## config.mk

```make
export PLATFORM = sky130hd
export DESIGN_NAME = alu_op_scheduler
export DESIGN_NICKNAME = d
export VERILOG_FILES = /design/src/rtl/alu_op_scheduler.sv
export SDC_FILE = /design/constraint.sdc
export NUM_CORES = 1
export LEC_CHECK = 0
export CAP_MARGIN = 15
export CORE_ASPECT_RATIO = 2
export CORE_MARGIN = 2
export CORE_UTILIZATION = 34
export DETAILED_ROUTE_END_ITERATION = 16
export GPL_ROUTABILITY_DRIVEN = 0
export GPL_TIMING_DRIVEN = 0
export PLACE_DENSITY = 0.81
export SYNTH_ARGS = -nofsm -noshare
export SYNTH_HDL_FRONTEND = slang
export SYNTH_SLANG_ARGS = --single-unit
```

## constraint.sdc

```tcl
create_clock -name CLK -period 2.1 [get_ports CLK]
set_input_delay 0.21 -clock CLK [delete_from_list [all_inputs] [get_ports CLK]]
set_output_delay 0.21 -clock CLK [all_outputs]
set_load 0.05 [all_outputs]
```

## src/rtl/alu_op_scheduler.sv

```systemverilog
// alu_op_scheduler: arbitrates two command requesters onto four registered ALU units and returns one result per command.
// Latency: accept at edge 0, unit enable in cycle 1, result capture at edge 2, RSP_VALID from cycle 3.
// Backpressure: RSP_READY low holds the response indefinitely; no new command is accepted until it is consumed.
//
// Ports:
//   CLK, RST                      - clock and synchronous active-high reset
//   REQx_VALID/READY/A/B/OP       - command channels of requesters 0 and 1 (OP[3:2] unit, OP[1:0] function)
//   A, B, ALU_FUNC                - shared operands and function code, held from the last accepted command
//   *_Enable                      - one-hot unit enables, high only in the issue cycle
//   *_OUT, *_Flag                 - registered results and valid flags from the units
//   RSP_VALID/READY/ID/DATA/ERR   - response channel back to the winning requester
//
// Build option: define ALU_SCHED_FIXED_PRIO_EN for fixed priority (port 0 wins contention);
// default build is round-robin.
module alu_op_scheduler #(
  parameter int IN_DATA_WIDTH  = 16,
  parameter int OUT_DATA_WIDTH = 16
) (
  input  logic                      CLK,
  input  logic                      RST,
  input  logic                      REQ0_VALID,
  output logic                      REQ0_READY,
  input  logic [IN_DATA_WIDTH-1:0]  REQ0_A,
  input  logic [IN_DATA_WIDTH-1:0]  REQ0_B,
  input  logic [3:0]                REQ0_OP,
  input  logic                      REQ1_VALID,
  output logic                      REQ1_READY,
  input  logic [IN_DATA_WIDTH-1:0]  REQ1_A,
  input  logic [IN_DATA_WIDTH-1:0]  REQ1_B,
  input  logic [3:0]                REQ1_OP,
  output logic [IN_DATA_WIDTH-1:0]  A,
  output logic [IN_DATA_WIDTH-1:0]  B,
  output logic [1:0]                ALU_FUNC,
  output logic                      Arith_Enable,
  output logic                      Logic_Enable,
  output logic                      CMP_Enable,
  output logic                      SHIFT_Enable,
  input  logic [OUT_DATA_WIDTH-1:0] Arith_OUT,
  input  logic [OUT_DATA_WIDTH-1:0] Logic_OUT,
  input  logic [OUT_DATA_WIDTH-1:0] CMP_OUT,
  input  logic [OUT_DATA_WIDTH-1:0] SHIFT_OUT,
  input  logic                      Arith_Flag,
  input  logic                      Logic_Flag,
  input  logic                      CMP_Flag,
  input  logic                      SHIFT_Flag,
  output logic                      RSP_VALID,
  input  logic                      RSP_READY,
  output logic                      RSP_ID,
  output logic [OUT_DATA_WIDTH-1:0] RSP_DATA,
  output logic                      RSP_ERR
);

  typedef enum logic [1:0] {
    S_IDLE  = 2'd0,
    S_ISSUE = 2'd1,
    S_WAIT  = 2'd2,
    S_RESP  = 2'd3
  } state_t;

  state_t                    state_q;
  logic [IN_DATA_WIDTH-1:0]  a_q, b_q;
  logic [1:0]                func_q;
  logic [1:0]                unit_q;
  logic                      id_q;
  logic                      rsp_vld_q;
  logic [OUT_DATA_WIDTH-1:0] rsp_data_q;
  logic                      rsp_err_q;
`ifndef ALU_SCHED_FIXED_PRIO_EN
  logic                      last_grant_q;
`endif

  logic                      grant0, grant1;
  logic                      issue;
  logic [OUT_DATA_WIDTH-1:0] sel_out;
  logic                      sel_flag;

  // Grant is combinational so READY rises in the same cycle as VALID.
  // Gated by RST so nothing is accepted on a reset edge.
  always_comb begin
    grant0 = 1'b0;
    grant1 = 1'b0;
    if (state_q == S_IDLE && !RST) begin
      if (REQ0_VALID && REQ1_VALID) begin
`ifdef ALU_SCHED_FIXED_PRIO_EN
        grant0 = 1'b1;
`else
        // The port that did not win last time gets this one.
        grant0 = last_grant_q;
        grant1 = ~last_grant_q;
`endif
      end else begin
        grant0 = REQ0_VALID;
        grant1 = REQ1_VALID;
      end
    end
  end

  assign REQ0_READY = grant0;
  assign REQ1_READY = grant1;

  // Enables are a decode of the latched unit select, live only in ISSUE.
  assign issue        = (state_q == S_ISSUE) && !RST;
  assign Arith_Enable = issue && (unit_q == 2'b00);
  assign Logic_Enable = issue && (unit_q == 2'b01);
  assign CMP_Enable   = issue && (unit_q == 2'b10);
  assign SHIFT_Enable = issue && (unit_q == 2'b11);

  always_comb begin
    sel_out  = Arith_OUT;
    sel_flag = Arith_Flag;
    case (unit_q)
      2'b00:   begin sel_out = Arith_OUT; sel_flag = Arith_Flag; end
      2'b01:   begin sel_out = Logic_OUT; sel_flag = Logic_Flag; end
      2'b10:   begin sel_out = CMP_OUT;   sel_flag = CMP_Flag;   end
      default: begin sel_out = SHIFT_OUT; sel_flag = SHIFT_Flag; end
    endcase
  end

  always_ff @(posedge CLK) begin
    if (RST) begin
      state_q      <= S_IDLE;
      a_q          <= '0;
      b_q          <= '0;
      func_q       <= '0;
      unit_q       <= '0;
      id_q         <= 1'b0;
      rsp_vld_q    <= 1'b0;
      rsp_data_q   <= '0;
      rsp_err_q    <= 1'b0;
`ifndef ALU_SCHED_FIXED_PRIO_EN
      last_grant_q <= 1'b1;
`endif
    end else begin
      case (state_q)
        S_IDLE: begin
          if (grant0 || grant1) begin
            a_q     <= grant1 ? REQ1_A : REQ0_A;
            b_q     <= grant1 ? REQ1_B : REQ0_B;
            func_q  <= grant1 ? REQ1_OP[1:0] : REQ0_OP[1:0];
            unit_q  <= grant1 ? REQ1_OP[3:2] : REQ0_OP[3:2];
            id_q    <= grant1;
`ifndef ALU_SCHED_FIXED_PRIO_EN
            last_grant_q <= grant1;
`endif
            state_q <= S_ISSUE;
          end
        end
        S_ISSUE: state_q <= S_WAIT;
        S_WAIT: begin
          // Unit registered its result at the end of ISSUE; take it now.
          rsp_data_q <= sel_flag ? sel_out : '0;
          rsp_err_q  <= ~sel_flag;
          rsp_vld_q  <= 1'b1;
          state_q    <= S_RESP;
        end
        default: begin
          if (RSP_READY) begin
            rsp_vld_q <= 1'b0;
            state_q   <= S_IDLE;
          end
        end
      endcase
    end
  end

  assign A         = a_q;
  assign B         = b_q;
  assign ALU_FUNC  = func_q;
  assign RSP_VALID = rsp_vld_q;
  assign RSP_ID    = id_q;
  assign RSP_DATA  = rsp_data_q;
  assign RSP_ERR   = rsp_err_q;

endmodule

```

==> results_dict.tcl <==
set metrics [dict create \
    status "finished, final reports clean" \
    dp_hpwl_um 8700 \
    setup_violations 0 \
    viasPerCell 5.39 \
    grt_pass1_wl_um 16400 \
    switchingPower_mw 1.95 \
    synth_area_leaders "dfxtp_1, a222oi_1, mux4_2" \
    critPathLaunchType "flop" \
    drcViolationCount 0 \
    ys_seq_area_share_pct 43.2 \
    rsz0062_at_grt "false" \
    multi_input_area_mm2 0.00136 \
    fillerInstances 635 \
    r2r-start "state_q[0]$_SDFFE_PP0P_" \
    clk_pin_slew_ps 50 \
    layout-drive-gt1-share_pct 11.5 \
    startpoint "state_q[1]$_SDFFE_PP0P_" \
    overflow 0 \
    holdBufCountCts 0 \
    power_density_mw_per_mm2 1030 \
    maxCapViolCount 0 \
    core_area_mm2 0.00766 \
    worstPathMaxFanout 4 \
    grt_pass1_vias 3226 \
    yosys.area.top_type "dfxtp_1" \
    routed.top_layer "met4" \
    utilization_pct 67.1 \
    cts_tree "done" \
    p_leak_nw 1.95 \
    cts_setup_buffers 0 \
    final_antenna_net_count 0 \
    synth_simple_gate_area_share_pct 15.6 \
    crit_slowest_cell "clkdlybuf4s15_1" \
    grt_max_degree 15 \
    ys.flop_type "dfxtp_1" \
    dieHeight_um 130 \
    hold_ws_ps 466 \
    synthMostInstantiatedCell "dfxtp_1" \
    arrival_ps 1800 \
    grt_util_all_layers_pct 25.5 \
    syn_area_per_cell_um2 10.3 \
    yosys_warnings 0 \
    async_flop_share_pct 0 \
    clock_latency_ps 320 \
    dieArea_mm2 0.00868 \
    drtIter0Drc 249 \
    netlist-cell-type-count 30 \
    finalCriticalPeriod_ps 2010 \
    wl_met1_um 3540 \
    synth_compound_area_share_pct 19.3 \
    drv_slew 0 \
    synth_fa_ha_area_share_pct 1.40 \
    placementRows 45 \
    worst_slew_pin_slew_ps 569 \
    netlist.area_leader.share_pct 43.2 \
    antenna_cells 0 \
    synth_top_family_by_area "compound AO/OA/AOI/OAI gates" \
    power.internal_mw 3.32 \
    cp.required_ps 1890 \
    finalCritPeriodShare_pct 95.6 \
    ff_latch_area_mm2 0.00116 \
    synthXorXnorAreaFrac_pct 0 \
    p_sw_share_pct 37.0 \
    clockPowerShare_pct 28.0 \
    cp_slowest_stage_delay_ps 490 \
    firstDrtPassIters 5 \
    vias 3078 \
    slew_headroom_pct 62.1 \
    power.share.sequential_pct 26.7 \
    hp-class "flop to flop" \
    start_util_pct 35.1 \
    port_buffers 203 \
    clock_path_buffers 2 \
    post_drt_wl_per_cell_um 19.3 \
    final_nets 621 \
    die_width_um 66.9 \
    met2_wirelength_um 6220 \
    synth_edf_count 0 \
    p_comb_share_pct 45.4 \
    crit_type "flop to output pin" \
    layout_setup_ws_ps 91.7 \
    synthToLayoutAreaGrowth_pct 91.1 \
    wl_met3_um 975 \
    yosys-top-cells-count "dfxtp_1, nor2_1, a222oi_1" \
    min_from "RSP_ID$_SDFFE_PP0P_" \
    wl_um 11000 \
    ys_ff_latch 58 \
    cts.sinks 58 \
    clock-root-buffer "clkbuf_16" \
    cts-buffers-inserted 9 \
    synth_fp_nets 408 \
    synth.area.mux_share_pct 14.1 \
    syn_area_mm2 0.00269 \
    path_cells "inv_1 > ha_1 > nor2b_1 > and3_1 > clkdlybuf4s15_1" \
    skew_ps 8.03 \
    final_cell_area_mm2 0.00514 \
    pre_cts_slack_ps -373 \
    pin_count 204 \
    cts-htree-levels 3 \
    antenna_found_initial 0 \
    netlist_instances 260 \
    max_freq_mhz 498 \
    end_kind "output pin" \
    ir_worst_vdd_mv 0.668 \
    hold_viol_final 0 \
    dpl-instance-area_mm2 0.00484 \
]
-- state kept, by name, summed over array words and instances (netlist names) --
register / count
state_q: 2
RSP_VALID: 1
unit_q: 2
B: 16
last_grant_q: 1
RSP_DATA: 16
RSP_ID: 1
RSP_ERR: 1
ALU_FUNC: 2
A: 16
-- area by class of cell --
type / instances / share of cell area, %
well taps: 94 / 2.29
clock inverters: 2 / 0.682
multi-input cells: 173 / 26.4
clock buffers: 13 / 5.26
inverters: 2 / 0.146
flip-flops and latches: 58 / 22.6
repair buffers: 203 / 39.4
plain buffers: 26 / 3.17
-- cell families after synthesis --
logic type,after synthesis
and+or+nand+nor,90
adders and majority gates,3
buffers and inverters,29
AOI/OAI and AO/OA,62
muxes,18
DFF,58
-- worst max-delay path: cells and delay by family, from the launching register on --
family | cells | cell delay (ps)
AND/OR/NAND/NOR | 2 | 410
buffers and inverters | 2 | 580
flip-flops | 1 | 320
adder cells (fa/ha/maj) | 1 | 170
-- layer usage --
layer,vias to the layer above,GRT usage (%)
met5,-,0
met4,0,9.96
met3,22,7.67
met2,165,49.4
met1,1465,23.8
li1,1426,-
-- power by group through the flow --
stage               registers [mW]  clock network [mW]  logic (mW)
floorplan                     1.97                   0       0.946
global placement              1.41                   0        2.35
detailed placement            1.42                   0        2.40
CTS                           1.40                1.51        2.40
global route                  1.42                1.57        2.54
finish                        1.40                1.47        2.39
-- worst paths after layout --
| kind | end | slack [ps] | cells past startpoint |
|---|---|---|---|
| worst max-delay path | SHIFT_Enable | 90 | 5 |
| worst min-delay path | RSP_ID$_SDFFE_PP0P_ | 470 | 2 |
| worst max register to register | B[11]$_SDFFE_PP0P_ | 210 | 8 |
| worst min register to register | RSP_ID$_SDFFE_PP0P_ | 470 | 2 |
-- what timing repair did --
action	in CTS	in global routing
endpoints found under the hold margin	0	0
endpoints found under the setup margin	6	8
resized for setup	17	8
cloned	0	0
-- through the flow --
stage / power [mW] / cells / setup TNS [ps]
5_1_grt: 5.53 / 571 / 0
2_1_floorplan: 2.92 / 260 / 0
3_5_place_dp: 3.82 / 557 / -1220
4_1_cts: 5.31 / 571 / 0
3_3_place_gp: 3.76 / 557 / -948
6_report: 5.27 / 571 / 0
-- placed cells by master (no fill, tap or decap), types with 2 or more instances in the layout --
cell	n
buf_6	7
clkbuf_16	9
dfxtp_1	58
nand2_1	4
ha_1	2
clkdlybuf4s50_1	197
clkdlybuf4s15_1	3
buf_4	3
a222oi_1	36
nor2b_1	17
o21bai_1	2
nor2_1	57
mux4_2	16
clkbuf_1	9
a21oi_1	17
and3_1	3
clkbuf_8	3
mux2i_1	2
inv_1	2
buf_2	10
nand2b_1	3
(Power assumes the default switching activity.)
